<file path="config.mk">
export PLATFORM = sky130hd
export DESIGN_NAME = keypad_scanner
export DESIGN_NICKNAME = d
export VERILOG_FILES = /design/src/rtl/keypad_scanner.sv
export SDC_FILE = /design/constraint.sdc
export NUM_CORES = 1
export LEC_CHECK = 0
export BUFFER_PORTS_ARGS = -buffer_cell sky130_fd_sc_hd__buf_2
export CAP_MARGIN = 30
export CORE_MARGIN = 1.5
export CORE_UTILIZATION = 40
export CTS_BUF_LIST = sky130_fd_sc_hd__clkbuf_16
export CTS_CLUSTER_DIAMETER = 120
export CTS_CLUSTER_SIZE = 14
export DETAILED_ROUTE_END_ITERATION = 10
export SETUP_SLACK_MARGIN = 0.05
export SLEW_MARGIN = 10
export SYNTH_ARGS = -nofsm -noshare
export SYNTH_HDL_FRONTEND = slang
export SYNTH_SLANG_ARGS = --single-unit
</file>
<file path="constraint.sdc">
create_clock -name clk -period 6.55 [get_ports clk]
set_input_delay 0.655 -clock clk [delete_from_list [all_inputs] [get_ports clk]]
set_output_delay 0.655 -clock clk [all_outputs]
set_load 0.01 [all_outputs]
</file>
<file path="src/rtl/keypad_scanner.sv">
// 4x3 matrix keypad scanner: column drive, 2-flop row sync, debounce, one-hot key report.
// Optional macro KEY_REPEAT_EN adds auto-repeat reports while a key stays held.
module keypad_scanner #(
  parameter int SCAN_DIV   = 16,
  parameter int DEB_CNT    = 8,
  parameter int REPEAT_CNT = 4096
) (
  input  logic        clk,
  input  logic        rst,
  input  logic [3:0]  row,
  output logic [2:0]  col,
  output logic [11:0] scan_data,
  output logic        valid
);

  localparam int DIV_W = $clog2(SCAN_DIV);
  localparam int DEB_W = $clog2(DEB_CNT);

  typedef enum logic [1:0] {
    ST_SCAN     = 2'd0,
    ST_DEBOUNCE = 2'd1,
    ST_REPORT   = 2'd2,
    ST_RELEASE  = 2'd3
  } state_t;

  if (SCAN_DIV < 4 || DEB_CNT < 2 || REPEAT_CNT < 2) begin : g_param_check
    $error("keypad_scanner: SCAN_DIV>=4, DEB_CNT>=2, REPEAT_CNT>=2 required");
  end

  state_t             state_r, state_s;
  logic [3:0]         row_meta_r, row_sync_r;
  logic [2:0]         col_r, col_s;
  logic [DIV_W-1:0]   div_r, div_s;
  logic [DEB_W-1:0]   deb_r, deb_s;
  logic [DEB_W-1:0]   rel_r, rel_s;
  logic [1:0]         cand_row_r, cand_row_s;
  logic [1:0]         cand_col_r, cand_col_s;
  logic [11:0]        scan_data_r, scan_data_s;
  logic               valid_r, valid_s;
  logic               cand_bit_s;
`ifdef KEY_REPEAT_EN
  localparam int REP_W = $clog2(REPEAT_CNT);
  logic [REP_W-1:0]   rep_r, rep_s;
`endif

  function automatic logic [1:0] lowest_row(input logic [3:0] r);
    if (r[0])      lowest_row = 2'd0;
    else if (r[1]) lowest_row = 2'd1;
    else if (r[2]) lowest_row = 2'd2;
    else           lowest_row = 2'd3;
  endfunction

  function automatic logic [1:0] col_index(input logic [2:0] c);
    case (c)
      3'b001:  col_index = 2'd0;
      3'b010:  col_index = 2'd1;
      3'b100:  col_index = 2'd2;
      default: col_index = 2'd0;
    endcase
  endfunction

  // A corrupted (non one-hot) column recovers to the first column.
  function automatic logic [2:0] next_col(input logic [2:0] c);
    case (c)
      3'b001:  next_col = 3'b010;
      3'b010:  next_col = 3'b100;
      default: next_col = 3'b001;
    endcase
  endfunction

  function automatic logic [11:0] key_code(input logic [1:0] r, input logic [1:0] c);
    logic [3:0] idx;
    idx      = {2'b00, r} * 4'd3 + {2'b00, c};
    key_code = 12'd1 << idx;
  endfunction

  assign cand_bit_s = row_sync_r[cand_row_r];

  // Row synchronizer for the asynchronous keypad inputs.
  always_ff @(posedge clk or negedge rst) begin
    if (!rst) begin
      row_meta_r <= 4'h0;
      row_sync_r <= 4'h0;
    end else begin
      row_meta_r <= row;
      row_sync_r <= row_meta_r;
    end
  end

  // Next-state and next-output logic for the scan/debounce/report/release FSM.
  always_comb begin
    state_s     = state_r;
    col_s       = col_r;
    div_s       = div_r;
    deb_s       = deb_r;
    rel_s       = rel_r;
    cand_row_s  = cand_row_r;
    cand_col_s  = cand_col_r;
    scan_data_s = scan_data_r;
    valid_s     = 1'b0;
`ifdef KEY_REPEAT_EN
    rep_s       = rep_r;
`endif
    case (state_r)
      ST_SCAN: begin
        if (div_r == DIV_W'(SCAN_DIV - 1)) begin
          div_s = {DIV_W{1'b0}};
          if (row_sync_r != 4'h0) begin
            cand_row_s = lowest_row(row_sync_r);
            cand_col_s = col_index(col_r);
            deb_s      = {DEB_W{1'b0}};
            state_s    = ST_DEBOUNCE;
          end else begin
            col_s = next_col(col_r);
          end
        end else begin
          div_s = div_r + DIV_W'(1);
        end
      end
      ST_DEBOUNCE: begin
        if (cand_bit_s) begin
          if (deb_r == DEB_W'(DEB_CNT - 1)) begin
            state_s     = ST_REPORT;
            scan_data_s = key_code(cand_row_r, cand_col_r);
            valid_s     = 1'b1;
          end else begin
            deb_s = deb_r + DEB_W'(1);
          end
        end else begin
          state_s = ST_SCAN;
          col_s   = next_col(col_r);
          div_s   = {DIV_W{1'b0}};
        end
      end
      ST_REPORT: begin
        state_s = ST_RELEASE;
        rel_s   = {DEB_W{1'b0}};
`ifdef KEY_REPEAT_EN
        rep_s   = REP_W'(1);
`endif
      end
      ST_RELEASE: begin
        if (row_sync_r == 4'h0) begin
          if (rel_r == DEB_W'(DEB_CNT - 1)) begin
            state_s = ST_SCAN;
            col_s   = next_col(col_r);
            div_s   = {DIV_W{1'b0}};
          end else begin
            rel_s = rel_r + DEB_W'(1);
          end
        end else begin
          rel_s = {DEB_W{1'b0}};
        end
`ifdef KEY_REPEAT_EN
        // rep_r counts clocks since the last pulse, so repeats land REPEAT_CNT apart.
        if (cand_bit_s) begin
          if (rep_r == REP_W'(REPEAT_CNT - 1)) begin
            valid_s = 1'b1;
            rep_s   = {REP_W{1'b0}};
          end else begin
            rep_s = rep_r + REP_W'(1);
          end
        end else begin
          rep_s = {REP_W{1'b0}};
        end
`endif
      end
      default: begin
        state_s = ST_SCAN;
        col_s   = 3'b001;
        div_s   = {DIV_W{1'b0}};
      end
    endcase
  end

  // FSM state, counters and registered outputs.
  always_ff @(posedge clk or negedge rst) begin
    if (!rst) begin
      state_r     <= ST_SCAN;
      col_r       <= 3'b001;
      div_r       <= {DIV_W{1'b0}};
      deb_r       <= {DEB_W{1'b0}};
      rel_r       <= {DEB_W{1'b0}};
      cand_row_r  <= 2'd0;
      cand_col_r  <= 2'd0;
      scan_data_r <= 12'h000;
      valid_r     <= 1'b0;
`ifdef KEY_REPEAT_EN
      rep_r       <= {REP_W{1'b0}};
`endif
    end else begin
      state_r     <= state_s;
      col_r       <= col_s;
      div_r       <= div_s;
      deb_r       <= deb_s;
      rel_r       <= rel_s;
      cand_row_r  <= cand_row_s;
      cand_col_r  <= cand_col_s;
      scan_data_r <= scan_data_s;
      valid_r     <= valid_s;
`ifdef KEY_REPEAT_EN
      rep_r       <= rep_s;
`endif
    end
  end

  assign col       = col_r;
  assign scan_data = scan_data_r;
  assign valid     = valid_r;

endmodule

</file>
After elaboration in Yosys (flattened, before gate mapping)
Index checks and enable logic that the tools add are counted.
{"block": "totals", "ff_bits": 40, "in_bits": 6, "output_inout_bits": 16}
{"block": "classes", "addsub": 4, "multipliers": 1, "order_cmp": 1, "eq_ne": 19, "shifts": 1, "mux": 36, "reduce_logical": 13}
{"cell": "2-to-1 mux 3 bit", "count": 11}
{"cell": "one-hot mux 3 bit (2 select lines)", "count": 3}
{"cell": "2-to-1 mux 2 bit", "count": 8}
{"cell": "2-to-1 mux 4 bit", "count": 4}
{"cell": "inequality test 2 bit (second input constant)", "count": 8}
{"cell": "one-hot mux 4 bit (3 select lines)", "count": 1}
{"cell": "<< shifter 1 x 4 -> 12 bit (first input constant)", "count": 1}
{"cell": "AND reduction 5 bit", "count": 2}
{"cell": "== test 3 bit (second input constant)", "count": 3}
{"cell": "one-hot mux 3 bit (3 select lines)", "count": 1}
{"cell": "one-hot mux 2 bit (4 select lines)", "count": 1}
{"cell": "adder 3 x 1 -> 3 bit (second input constant)", "count": 2}
{"cell": "inequality test 3 bit (second input constant)", "count": 2}
{"cell": "AND reduction 3 bit", "count": 2}
{"cell": "AND reduction 6 bit", "count": 1}
{"cell": "2-to-1 mux 1 bit", "count": 5}
{"cell": "adder 4 x 1 -> 4 bit (second input constant)", "count": 1}
{"cell": "adder 4 x 2 -> 4 bit", "count": 1}
{"cell": "== test 2 bit (second input constant)", "count": 2}
{"cell": "== test 4 bit (second input constant)", "count": 1}
{"cell": "logical NOT 4 bit", "count": 1}
{"cell": "multiplier 2 x 2 -> 4 bit (second input constant)", "count": 1}
{"cell": "one-hot mux 2 bit (2 select lines)", "count": 1}
{"cell": "AND reduction 4 bit", "count": 1}
{"cell": "other kinds (10)", "count": 11}

Logic depth before layout (Yosys ltp)
{"block": "depth", "depth_word": 5, "ltp_mapped": 8}

Worst setup path before layout
Ideal clock, no wire load.
{"block": "synth_timing", "path_type": "register -> register", "from": "reg cand_row_r[0]", "to": "reg scan_data_r[6], in the netlist scan_data[6]", "t_arrival_ps": 2088, "t_required_ps": 6455, "path_slack_ps": 4367, "stages_incl_launch_ff": 9, "path_buffers": 0, "synth_period_minus_slack_ps": 2183, "path_cell_list": "dfrtp_1 inv_1 fa_1 inv_1 ha_1 inv_1 fa_1 nand2b_1 o31ai_1"}
{"block": "synth_via", "elab_chain_cells": 3, "elab_cells_between_ends": 6, "cone_classes": "1 x add/sub; 1 x mul; 1 x shift; 2 x mux; 1 x reduce/logical"}
{"item": "from (decl)", "line_no": "36", "rtl": "logic [1:0] cand_row_r, cand_row_s;"}
{"item": "from (signal assigned)", "line_no": "197", "rtl": "cand_row_r <= cand_row_s;"}
{"item": "multiplier 2 x 2 -> 4 bit or binary-select mux 1 bit (select 2 bit) (tied branches)", "line_no": "73, 77"}
{"item": "adder 4 x 2 -> 4 bit or 2-to-1 mux 1 bit (tied branches)", "line_no": "73, 77"}
{"item": "<< shifter 1 x 4 -> 12 bit or AND reduction 3 bit (tied branches)"}
{"item": "to (signal assigned)", "line_no": "199", "rtl": "scan_data_r <= scan_data_s;"}
{"item": "to (decl)", "line_no": "38", "rtl": "logic [11:0] scan_data_r, scan_data_s;"}
Several ways; a longest one is shown, not always the timed one. The select of a mux whose other input is x is not followed.
A chain may end at the register's enable or synchronous reset.

Worst setup path in the final report
{"block": "layout_timing", "from": "reg cand_row_r[0]", "to": "reg scan_data_r[10], in the netlist scan_data[10]"}
Same word-level chain as after synthesis.

==> results.py <==
metrics = {
    "worst_setup_path": {
        "crit_path_end_kind": "flip-flop",
        "worstSetupStartpointType": "flip-flop",
        "crit_arrival_ps": 2560,
        "cp_max_fo": 5,
        "path_class": "reg2reg",
        "critPathRequiredTime_ps": 6700,
    },
    "floorplanning": {
        "fp-row-count": 24,
        "dieArea_um2": 4870,
        "io_pins": 22,
        "fp.dieH_um": 69.79,
        "chipWidth_um": 69.79,
        "start_util_pct": 41.26,
        "core-area_um2": 4324,
    },
    "clocking": {
        "cts_tree": "built",
        "clk_latency_ps": 280,
        "cts_buffers": 5,
        "clockRootBuffer": "clkbuf_16",
        "htree_levels": 2,
        "cts_resized": 0,
        "clk_pin_slew_ps": 60,
        "holdBufCountCts": 0,
        "cts_buffer_depth": 2,
        "cts.sinks": 40,
        "cts_setup_buffers": 0,
    },
    "timing": {
        "finalMaxSlewViolations": 0,
        "rsz0062_at_grt": "false",
        "relSlewSlack_pct": 42.21,
        "clock.fmax_mhz": 415.5,
        "fin_crit_ps": 2407,
        "hold_violations": 0,
        "final.period_utilization_pct": 36.74,
        "skew_ps": 3.876,
        "fin_tns_setup_ps": 0,
        "worst_slew_pin_slew_ps": 864.5,
        "setup_viol": 0,
    },
    "place": {
        "gp_congestion": 0.7891,
        "place.detailed.hpwl_um": 2271,
        "io_buffers": 21,
    },
    "power_and_ir_drop": {
        "ir_worst_vdd_mv": 0.2079,
        "power.density_nw_per_um2": 427.8,
        "finalPower_mw": 0.9095,
        "leakagePower_nw": 1.043,
    },
    "cells_and_area": {
        "layout-drive-gt1-share_pct": 19.89,
        "nets": 195,
        "syn2layout_area_growth_pct": 19.14,
        "multiInputGateArea_um2": 732.0,
        "regArea_um2": 1002,
        "n_fill_cell": 414,
        "mostFrequentLayoutCells": "dfrtp_1, nand2_1, buf_2",
        "num_antenna_cells": 0,
        "mostFrequentLayoutCell": "dfrtp_1",
    },
    "flow_run": {
        "cap_violations": 0,
    },
    "synth": {
        "yosysWarnings": 0,
        "ys_ff_latch": 40,
        "syn_area_um2": 1784,
        "ys_seq_area_share_pct": 56.17,
        "synthesis.nets": 171,
        "synth_cells": 156,
        "yosysUniqueCellTypes": 32,
        "syn_avg_cell_area_um2": 11.44,
    },
    "routing": {
        "wl_um": 3171,
        "drt_iter0_markers": 90,
        "final_antenna_net_count": 0,
        "vias": 1249,
        "route.detailed.drc": 0,
        "post_drt_wl_per_cell_um": 13.61,
        "via_per_inst": 5.361,
        "dr.pass1.iters": 4,
    },
    "grt": {
        "first_global_vias": 1206,
        "grt_pass1_wl_um": 5554,
        "overflow": 0,
        "grt_usage_pct": 14.56,
        "grt_max_degree": 41,
        "grt_antenna_before_repair": 0,
    },
    "worst_hold_path": {
        "worst_hold_path_type": "in2async",
    },
    "status": {
        "status": "finished clean",
    },
}
## layout make-up
| cell class | instances | share of cell area [%] |
|---|---|---|
| repair buffers | 22 | 5.886 |
| flip-flops and latches | 40 | 47.15 |
| clock buffers | 5 | 5.886 |
| clock inverters | 3 | 2.178 |
| inverters | 8 | 1.413 |
| multi-input cells | 103 | 34.43 |
| well taps | 52 | 3.061 |
## final timing paths
kind	endpoint	from	slack [ps]	depth (start not counted)
min	scan_data[3]	rst	180	1
min reg2reg	row_sync_r[2]	row_meta_r[2]	350	0
max reg2reg	scan_data[10]	cand_row_r[0]	4140	8
max	scan_data[10]	cand_row_r[0]	4140	8
max in group asynchronous	col[0]	rst	5900	2
min in group clk	row_sync_r[2]	row_meta_r[2]	350	0
## layer usage
layer | share of wire (%) | wire (um) | up-vias | track usage (%)
li1 | - | - | 604 | -
met1 | 46 | 1462 | 616 | 18.95
met2 | 48 | 1520 | 25 | 22.65
met3 | 4.3 | 136 | 4 | 4.215
met4 | 1.6 | 51 | 0 | 6.410
met5 | 0 | 0 | - | 0
## stage by stage
stage / utilization, % / hold slack (ps) / instances / worst slack [ps] / instance area, um2
5_1_grt: 49.16 / 175.3 / 233 / 3974 / 2126
4_1_cts: 48.70 / 353.7 / 232 / 4127 / 2106
2_1_floorplan: - / 331.2 / 156 / 4367 / 1784
6_report: 49.16 / 176.0 / 233 / 4143 / 2126
3_5_place_dp: 44.73 / 339.3 / 224 / 4126 / 1934
3_3_place_gp: 44.73 / 331.7 / 224 / 4239 / 1934
## worst max-delay path, cell delays in order, from the launching register on
cell,delay [ps]
dfrtp_1,410
inv_1,80
fa_1,510
inv_1,80
ha_1,140
inv_1,50
fa_1,560
nand2_1,150
o41ai_1,300
## where the power goes
group	switching (mW)	total [mW]	internal [mW]	leakage, nW
registers	0.0474	0.346	0.298	0.520
logic	0.162	0.285	0.124	0.443
clock network	0.0975	0.278	0.181	0.0804
total	0.307	0.910	0.603	1.04
## registers in the layout (all words and copies together), names as in the netlist, named ones only
signal	cells
scan_data	12
div_r	4
row_meta_r	4
row_sync_r	4
col	3
deb_r	3
rel_r	3
cand_col_r	2
cand_row_r	2
state_r	1
valid	1
## cell usage after synthesis, drive strengths merged
cell type / n / area, um2
o31ai: 10 / 75.07
a21o: 3 / 22.52
o41ai: 4 / 35.03
nor3: 2 / 10.01
nor2b: 5 / 31.28
mux2: 4 / 45.04
nand2b: 6 / 37.54
ha: 7 / 87.58
nor3b: 1 / 7.510
mux4: 1 / 26.28
inv: 8 / 30.03
o2bb2ai: 1 / 8.760
fa: 2 / 40.04
nand3: 4 / 20.02
or4: 1 / 7.510
a21oi: 3 / 15.01
nor4: 3 / 18.77
nor2: 6 / 22.52
a32o: 1 / 10.01
buf: 1 / 5.000
dfrtp: 39 / 975.9
and2: 1 / 8.760
dfstp: 1 / 26.28
a31oi: 1 / 6.260
clkbuf: 4 / 15.01
nand2: 24 / 90.09
o32a: 2 / 20.02
mux2i: 2 / 20.02
o21ai: 2 / 10.01
xnor2: 1 / 8.760
and3: 2 / 12.51
a22o: 4 / 35.03
## kinds of logic after synthesis
kind of cell	Yosys count	share of synthesized area, %
DFF	40	56.17
adders and majority gates	9	7.153
xor gates and xnor gates	1	0.4910
buffers and inverters	13	2.805
muxes	7	5.119
and+or+nand+nor	55	14.94
AOI/OAI and AO/OA	31	13.32
Note: power is estimated with default switching activity, not from simulation.
